$ cat src/rtl/vec_load_unit_pkg.sv
// vec_load_unit_pkg: shared state encoding, default geometry and lane-count helper for vec_load_unit
package vec_load_unit_pkg;
    localparam int S = 32;
    localparam int V = 192;
    localparam int LANES = V / S;
    localparam int SIZE = 30015;
    typedef enum logic [1:0] {IDLE, FETCH, DONE} state_t;
    function automatic logic [2:0] eff_count(input logic [2:0] c, input int lanes);
        return (c == 3'd0 || int'(c) > lanes) ? 3'(lanes) : c;
    endfunction
endpackage

$ cat src/rtl/vec_lane_reg.sv
// vec_lane_reg: lanes x S-bit result register; clk/reset async clear, clr sync clear, we per-lane write of wdata, q packed lanes
module vec_lane_reg
    import vec_load_unit_pkg::*;
#(
    parameter int S = 32,
    parameter int LANES = 6
)(
    input  logic               clk,
    input  logic               reset,
    input  logic               clr,
    input  logic [LANES-1:0]   we,
    input  logic [S-1:0]       wdata,
    output logic [S*LANES-1:0] q
);
    always_ff @(posedge clk or posedge reset) begin
        if (reset) q <= '0;
        else if (clr) q <= '0;
        else
            for (int i = 0; i < LANES; i++)
                if (we[i]) q[i*S +: S] <= wdata;
    end
endmodule

$ cat src/rtl/vec_load_unit.sv
// vec_load_unit: gathers count ROM words from base_addr into vec_out; start/base_addr/count request, rom_addr/rom_rd ROM port, vec_out/vec_valid/vec_ready result handshake, busy and sticky err status
module vec_load_unit
    import vec_load_unit_pkg::*;
#(
    parameter int S = 32,
    parameter int V = 192,
    parameter int SIZE = 30015
)(
    input  logic         clk,
    input  logic         reset,
    input  logic         start,
    input  logic [S-1:0] base_addr,
    input  logic [2:0]   count,
    output logic [S-1:0] rom_addr,
    input  logic [V-1:0] rom_rd,
    output logic [V-1:0] vec_out,
    output logic         vec_valid,
    input  logic         vec_ready,
    output logic         busy,
    output logic         err
);
    localparam int n_lanes = V / S;
    state_t state, state_nxt;
    logic [S-1:0] base, addr;
    logic [2:0] idx, n;
    logic oor, clr, unused_rd;
    logic [n_lanes-1:0] we;
    assign unused_rd = ^rom_rd[V-1:S];
    assign addr = base + S'(idx);
    assign oor = addr >= S'(SIZE);
    always_ff @(posedge clk or posedge reset) begin
        if (reset) state <= IDLE;
        else state <= state_nxt;
    end
    always_comb begin
        state_nxt = state == IDLE  ? (start ? FETCH : IDLE) :
                    state == FETCH ? (idx == n - 3'd1 ? DONE : FETCH) :
                                     (vec_ready ? IDLE : DONE);
    end
    always_comb begin
        busy = state != IDLE;
        vec_valid = state == DONE;
        rom_addr = state == FETCH ? addr : base;
        clr = state == IDLE && start;
        we = state == FETCH ? n_lanes'(1) << idx : '0;
    end
    always_ff @(posedge clk or posedge reset) begin
        if (reset) begin
            base <= '0;
            n <= 3'(n_lanes);
            idx <= '0;
            err <= 1'b0;
        end else if (clr) begin
            base <= base_addr;
            n <= eff_count(count, n_lanes);
            idx <= '0;
            err <= 1'b0;
        end else if (state == FETCH) begin
            idx <= idx + 3'd1;
            err <= err | oor;
        end
    end
    // out-of-range addresses load zero instead of whatever the ROM returns
    vec_lane_reg #(.S(S), .LANES(n_lanes)) u_lanes (
        .clk(clk),
        .reset(reset),
        .clr(clr),
        .we(we),
        .wdata(oor ? '0 : rom_rd[S-1:0]),
        .q(vec_out)
    );
endmodule

$ cat config.mk
export PLATFORM = sky130hd
export DESIGN_NAME = vec_load_unit
export DESIGN_NICKNAME = d
export VERILOG_FILES = /design/src/rtl/vec_load_unit_pkg.sv /design/src/rtl/vec_lane_reg.sv /design/src/rtl/vec_load_unit.sv
export SDC_FILE = /design/constraint.sdc
export NUM_CORES = 1
export LEC_CHECK = 0
export CORE_ASPECT_RATIO = 1.4
export CORE_UTILIZATION = 25
export DETAILED_ROUTE_END_ITERATION = 6
export GPL_TIMING_DRIVEN = 0
export PLACE_DENSITY = 0.56
export SETUP_SLACK_MARGIN = 0.05
export SLEW_MARGIN = 0
export SYNTH_ARGS = -nofsm -noshare
export SYNTH_HDL_FRONTEND = slang
export SYNTH_HIERARCHICAL = 1
export SYNTH_SLANG_ARGS = --single-unit
export TNS_END_PERCENT = 30
$ cat constraint.sdc
create_clock -name clk -period 6.81 [get_ports clk]
set_input_delay 1.362 -clock clk [delete_from_list [all_inputs] [get_ports clk]]
set_output_delay 1.362 -clock clk [all_outputs]
set_load 0.02 [all_outputs]
After elaboration in Yosys (flattened, before gate mapping)
Cells that the tools add are included.

Add/sub/neg operators: 3. Multipliers: 0. Div/mod/pow operators: 0. $lt $le $gt $ge: 2. Equality and inequality tests: 3. Shift-type cells: 1. Mux-type cells: 20. Bitwise logic cells: 1. Reduce and logical (&&, ||, !) cells: 12.

Operators by type and width (number): $mux W32 (8); $mux W192 (1); $add A32 B3 Y32 (1); $ge A32 B15 Y1 const B (1); $reduce_bool A2 Y1 (8); $mux W3 (3); $mux W2 (4); $mux W6 (1); $shl A1 B3 Y6 const A (1); $add A3 B1 Y3 const B (1); $eq A3 B3 Y1 (1); $gt A3 B3 Y1 const B (1); $logic_not A3 Y1 (1); $mux W1 (3); $sub A3 B1 Y3 const B (1); $eq A2 B1 Y1 const B (1); $eq A2 B2 Y1 const B (1); $logic_not A2 Y1 (1); $logic_and A1 B1 Y1 (1); $logic_or A1 B1 Y1 (1); $or A1 B1 Y1 (1).

Flip-flop bits (word level): 233. Bits in latches: 0. RAM bits: 0. ROM bits: 0. Input bits: 231. Output and inout bits: 227. Memories: 0.

Logic depth before layout (Yosys ltp)
Word-level depth: 5. Gate-level depth with buffers: 13. Mapped depth without buffers: 11.

Modules after synthesis
Netlist, hierarchy kept.

By module, submodules not included: vec_lane_reg (times used 1, cells each 622, area each 7982.7 µm², sequential area each 4804.6 µm²); vec_load_unit (times used 1, cells each 448, area each 3390.8 µm², sequential area each 1028.5 µm²).

Worst setup path before layout
Ideal clock, no wire load.

Kind: register -> output. From: register idx[1]. To: output rom_addr[31]. Data arrival time: 2.203 ns. Required time: 5.448 ns. Setup slack: 3.245 ns. Stages on the path, launching flop included: 9. Path through: dfrtp_1 ha_1 a21o_1 a21oi_1 nor3_2 nand2_1 nor4_1 nand3_1 xnor2_1.

Longest elaborated chain between the ends: 2.

RTL lines: start: declaration (line vec_load_unit.sv:25) `logic [2:0] idx, n;`; start signal: assignment (line vec_load_unit.sv:59) `idx <= idx + 3'd1;`; $add A32 B3 Y32 (line vec_load_unit.sv:29) `assign addr = base + S'(idx);`; $mux W32 (line vec_load_unit.sv:43) `rom_addr = state == FETCH ? addr : base;`; end: declaration (line vec_load_unit.sv:14) `output logic [S-1:0] rom_addr,`.

No other way between the ends.

Worst setup path after layout
From: register idx[1]. To: output rom_addr[19].

The elaborated chain is that of the path after synthesis.

==> metrics.txt <==
status finished clean; delay of the slowest critical-path stage just under 0.8 ns; final setup violation count 0; worst path bufs/invs 1; Slew HR between 30% and 40%; synthesized flop and latch total around 230; DRC 0; routed len/inst between 15 and 20 um; Worst-Skew Late Latency ~0.55 ns; Hold Path Stages 2; HP Class reg -> reg; CP arrival roughly 3.8 ns; vias in the first global route 9151; Starting Density about a quarter; origin of the critical flop-to-flop path idx[0]; hold_buf cts 0; CTS clk-pin slew, worst paths roughly 0.060 ns; CTS Buffer Depth 3; Max Cap Viol 0; syn_nets 1311; Setup Fix Bufs, Post-CTS 0; largest net degree at the start of global routing roughly 120; final number of max-transition violations 0; Die H approximately 250 um; CTS tree done; most frequent cells in the layout 297 x clkdlybuf4s50_1, 231 x dfrtp_1, 214 x nor2_1; RePlAce Congestion 0.867; CP endpoint rom_addr[19]; Fin Hold WS 0.468 ns; drt first pass iters 4; Peak VDD IR roughly 0.00028 V; Post-synth ARST share between 90% and 100%; Startpoint Class flop; fmax between 150 and 200 MHz; Critical Path Fanout Max 8; Yosys cell types 60; vias per cell 4.40; Final Hold Vio Count 0; placed insts 1980; antenna-violating nets left 0; HPWL after detailed placement about 28000 um; PD cells ~310 nW/um2; count of cells along the worst register-to-register path 12; nets around 1600; H-tree depth 1; P&R area growth vs syn 41.1%; Worst Skew approximately 0.016 ns; initial antenna violation count 2; Setup crit end kind output port; Synth Flop Type dfrtp_1; Post-Layout Cell Count 2028; Worst-Margin Slew between 0.9 and 1 ns; Setup crit start idx[1]; Largest delay share family, worst path compound AO/OA/AOI/OAI gates; Gate Count Post-Synth 1070; slowest stage cell, crit path a21oi_1; worst r2r dst u_lanes/q[189]; first-pass GRT wire length about 57000 um; Req. time, crit path around 5.5 ns; syn_area_per_cell roughly 11 um2; cell row count between 90 and 100; clock root buffer clkbuf_16; Vias slightly below 9000; fin crit share around three quarters; final wirelength about 38000 um; synthesized area 11400 um2; critical path type reg -> out; Post-synth EDFFs 0; CORE AREA approximately 45000 um2; DIE AREA ~46000 um2; Reg2Reg Setup Slack between 2 and 3 ns; cts bufs inserted 26; gr ovfl total 0; chip width 182 um; Synth warnings 6; DR iter-0 viols roughly 460; RSZ-0062 raised after global routing no; worst path cell trace ha_1, a21o_1, a21oi_1, nor2_1, nand2_1, nor4_1, xor2_1, clkdlybuf4s50_1; fin crit period a little over 5 ns; Worst path depth 8; commonest non-fill, non-tap cell in the layout clkdlybuf4s50_1; fill cell count 4509; sequential fraction of the synthesis area roughly half; GRT Total Usage between 10% and 20%; clock sink count 233; LEAKAGE just under 7 nW; share of layout cells above drive strength 1 between 8 and 9%; I/O Pins 458; post-cts sizing count 0; port bufs between 200 and 300
[worst min path at each step]
stage,startpoint,end
4_1_cts,n[2],n[2]
5_1_grt,n[2],n[2]
2_1_floorplan,n[2],n[2]
6_report,n[2],n[2]
3_5_place_dp,n[2],n[2]
3_3_place_gp,n[2],n[2]
[kinds of logic after synthesis]
group                    count (synthesis)  share of synthesized area (%)
AO/OA/AOI/OAI                           53                           3.31
XOR/XNOR                                40                           3.08
adder cells (fa/ha/maj)                 10                           1.17
buffers and inverters                   95                           6.89
flip-flops                             233                           51.3
multiplexers                           194                           17.1
AND/OR/NAND/NOR                        445                           17.2
[layout make-up]
class | instances | area (um2) | share of cell area [%]
Timing Repair Buffer | 299 | 3020 | 18.8
Clock inverter | 10 | 133 | 0.826
Multi-Input combinational cell | 742 | 4760 | 29.6
Tap cell | 611 | 764 | 4.76
Antenna cell | 2 | 5.00 | 0.0312
Sequential cell | 233 | 5830 | 36.3
Inverter | 14 | 60.1 | 0.374
Buffer | 81 | 731 | 4.55
Clock buffer | 36 | 749 | 4.67
[tightest hold or removal path, cell delays in order, from the launching register on]
cell	delay [ns]
dfstp_2	0.37
nand2_1	0.05
nand2_1	0.04
[power breakdown]
| group | switching, mW | total [mW] | internal [mW] |
|---|---|---|---|
| logic | 1.14 | 1.94 | 0.798 |
| registers | 0.0917 | 1.60 | 1.50 |
| clock network | 0.592 | 1.47 | 0.881 |
[flip-flops by register name (all words and copies together) (netlist names)]
signal     count
base          32
err            1
idx            3
u_lanes/q    192
state          2
n              3
[stage by stage]
step           TNS [ns]  cell area (um2)  util [%]  setup WS (ns)  power [mW]
2_1_floorplan         0            11400         -          0.221        2.91
3_3_place_gp    -508.68            15100      33.6          -2.67        3.56
3_5_place_dp          0            15200      33.7           2.29        3.57
4_1_cts               0            16000      35.7           1.68        5.10
5_1_grt               0            16100      35.7           1.48        5.30
6_report              0            16100      35.7           1.69        5.01
[synth_stat cells, drive strengths merged (2+ instances only)]
cell | number | share of area [%]
buf | 61 | 5.8
and2 | 33 | 1.8
nand4 | 15 | 0.94
xor2 | 9 | 0.69
and3 | 7 | 0.39
nor2b | 3 | 0.17
a41o | 2 | 0.18
mux2i | 193 | 17
a21oi | 7 | 0.34
xnor2 | 31 | 2.4
or2 | 2 | 0.11
o31ai | 3 | 0.20
inv | 13 | 0.43
dfrtp | 231 | 51
nand3 | 18 | 0.79
clkbuf | 20 | 0.66
a21o | 4 | 0.26
ha | 9 | 0.99
nor2 | 215 | 7.1
nor4 | 9 | 0.68
dfstp | 2 | 0.46
a211o | 3 | 0.23
o21ai | 14 | 0.62
and4 | 2 | 0.15
a211oi | 4 | 0.31
or3 | 2 | 0.11
nand2 | 124 | 4.1
a31oi | 3 | 0.17
nor3 | 10 | 0.48
a2111oi | 2 | 0.15
a41oi | 2 | 0.15
[layer usage]
metal,global-route usage (%),vias to the layer above,routed length [um]
li1,-,4233,-
met1,19.9,4284,15900
met2,28.2,340,18600
met3,3.80,58,2640
met4,5.16,2,1010
met5,0,-,11
Power figures use the tool's default switching activity.
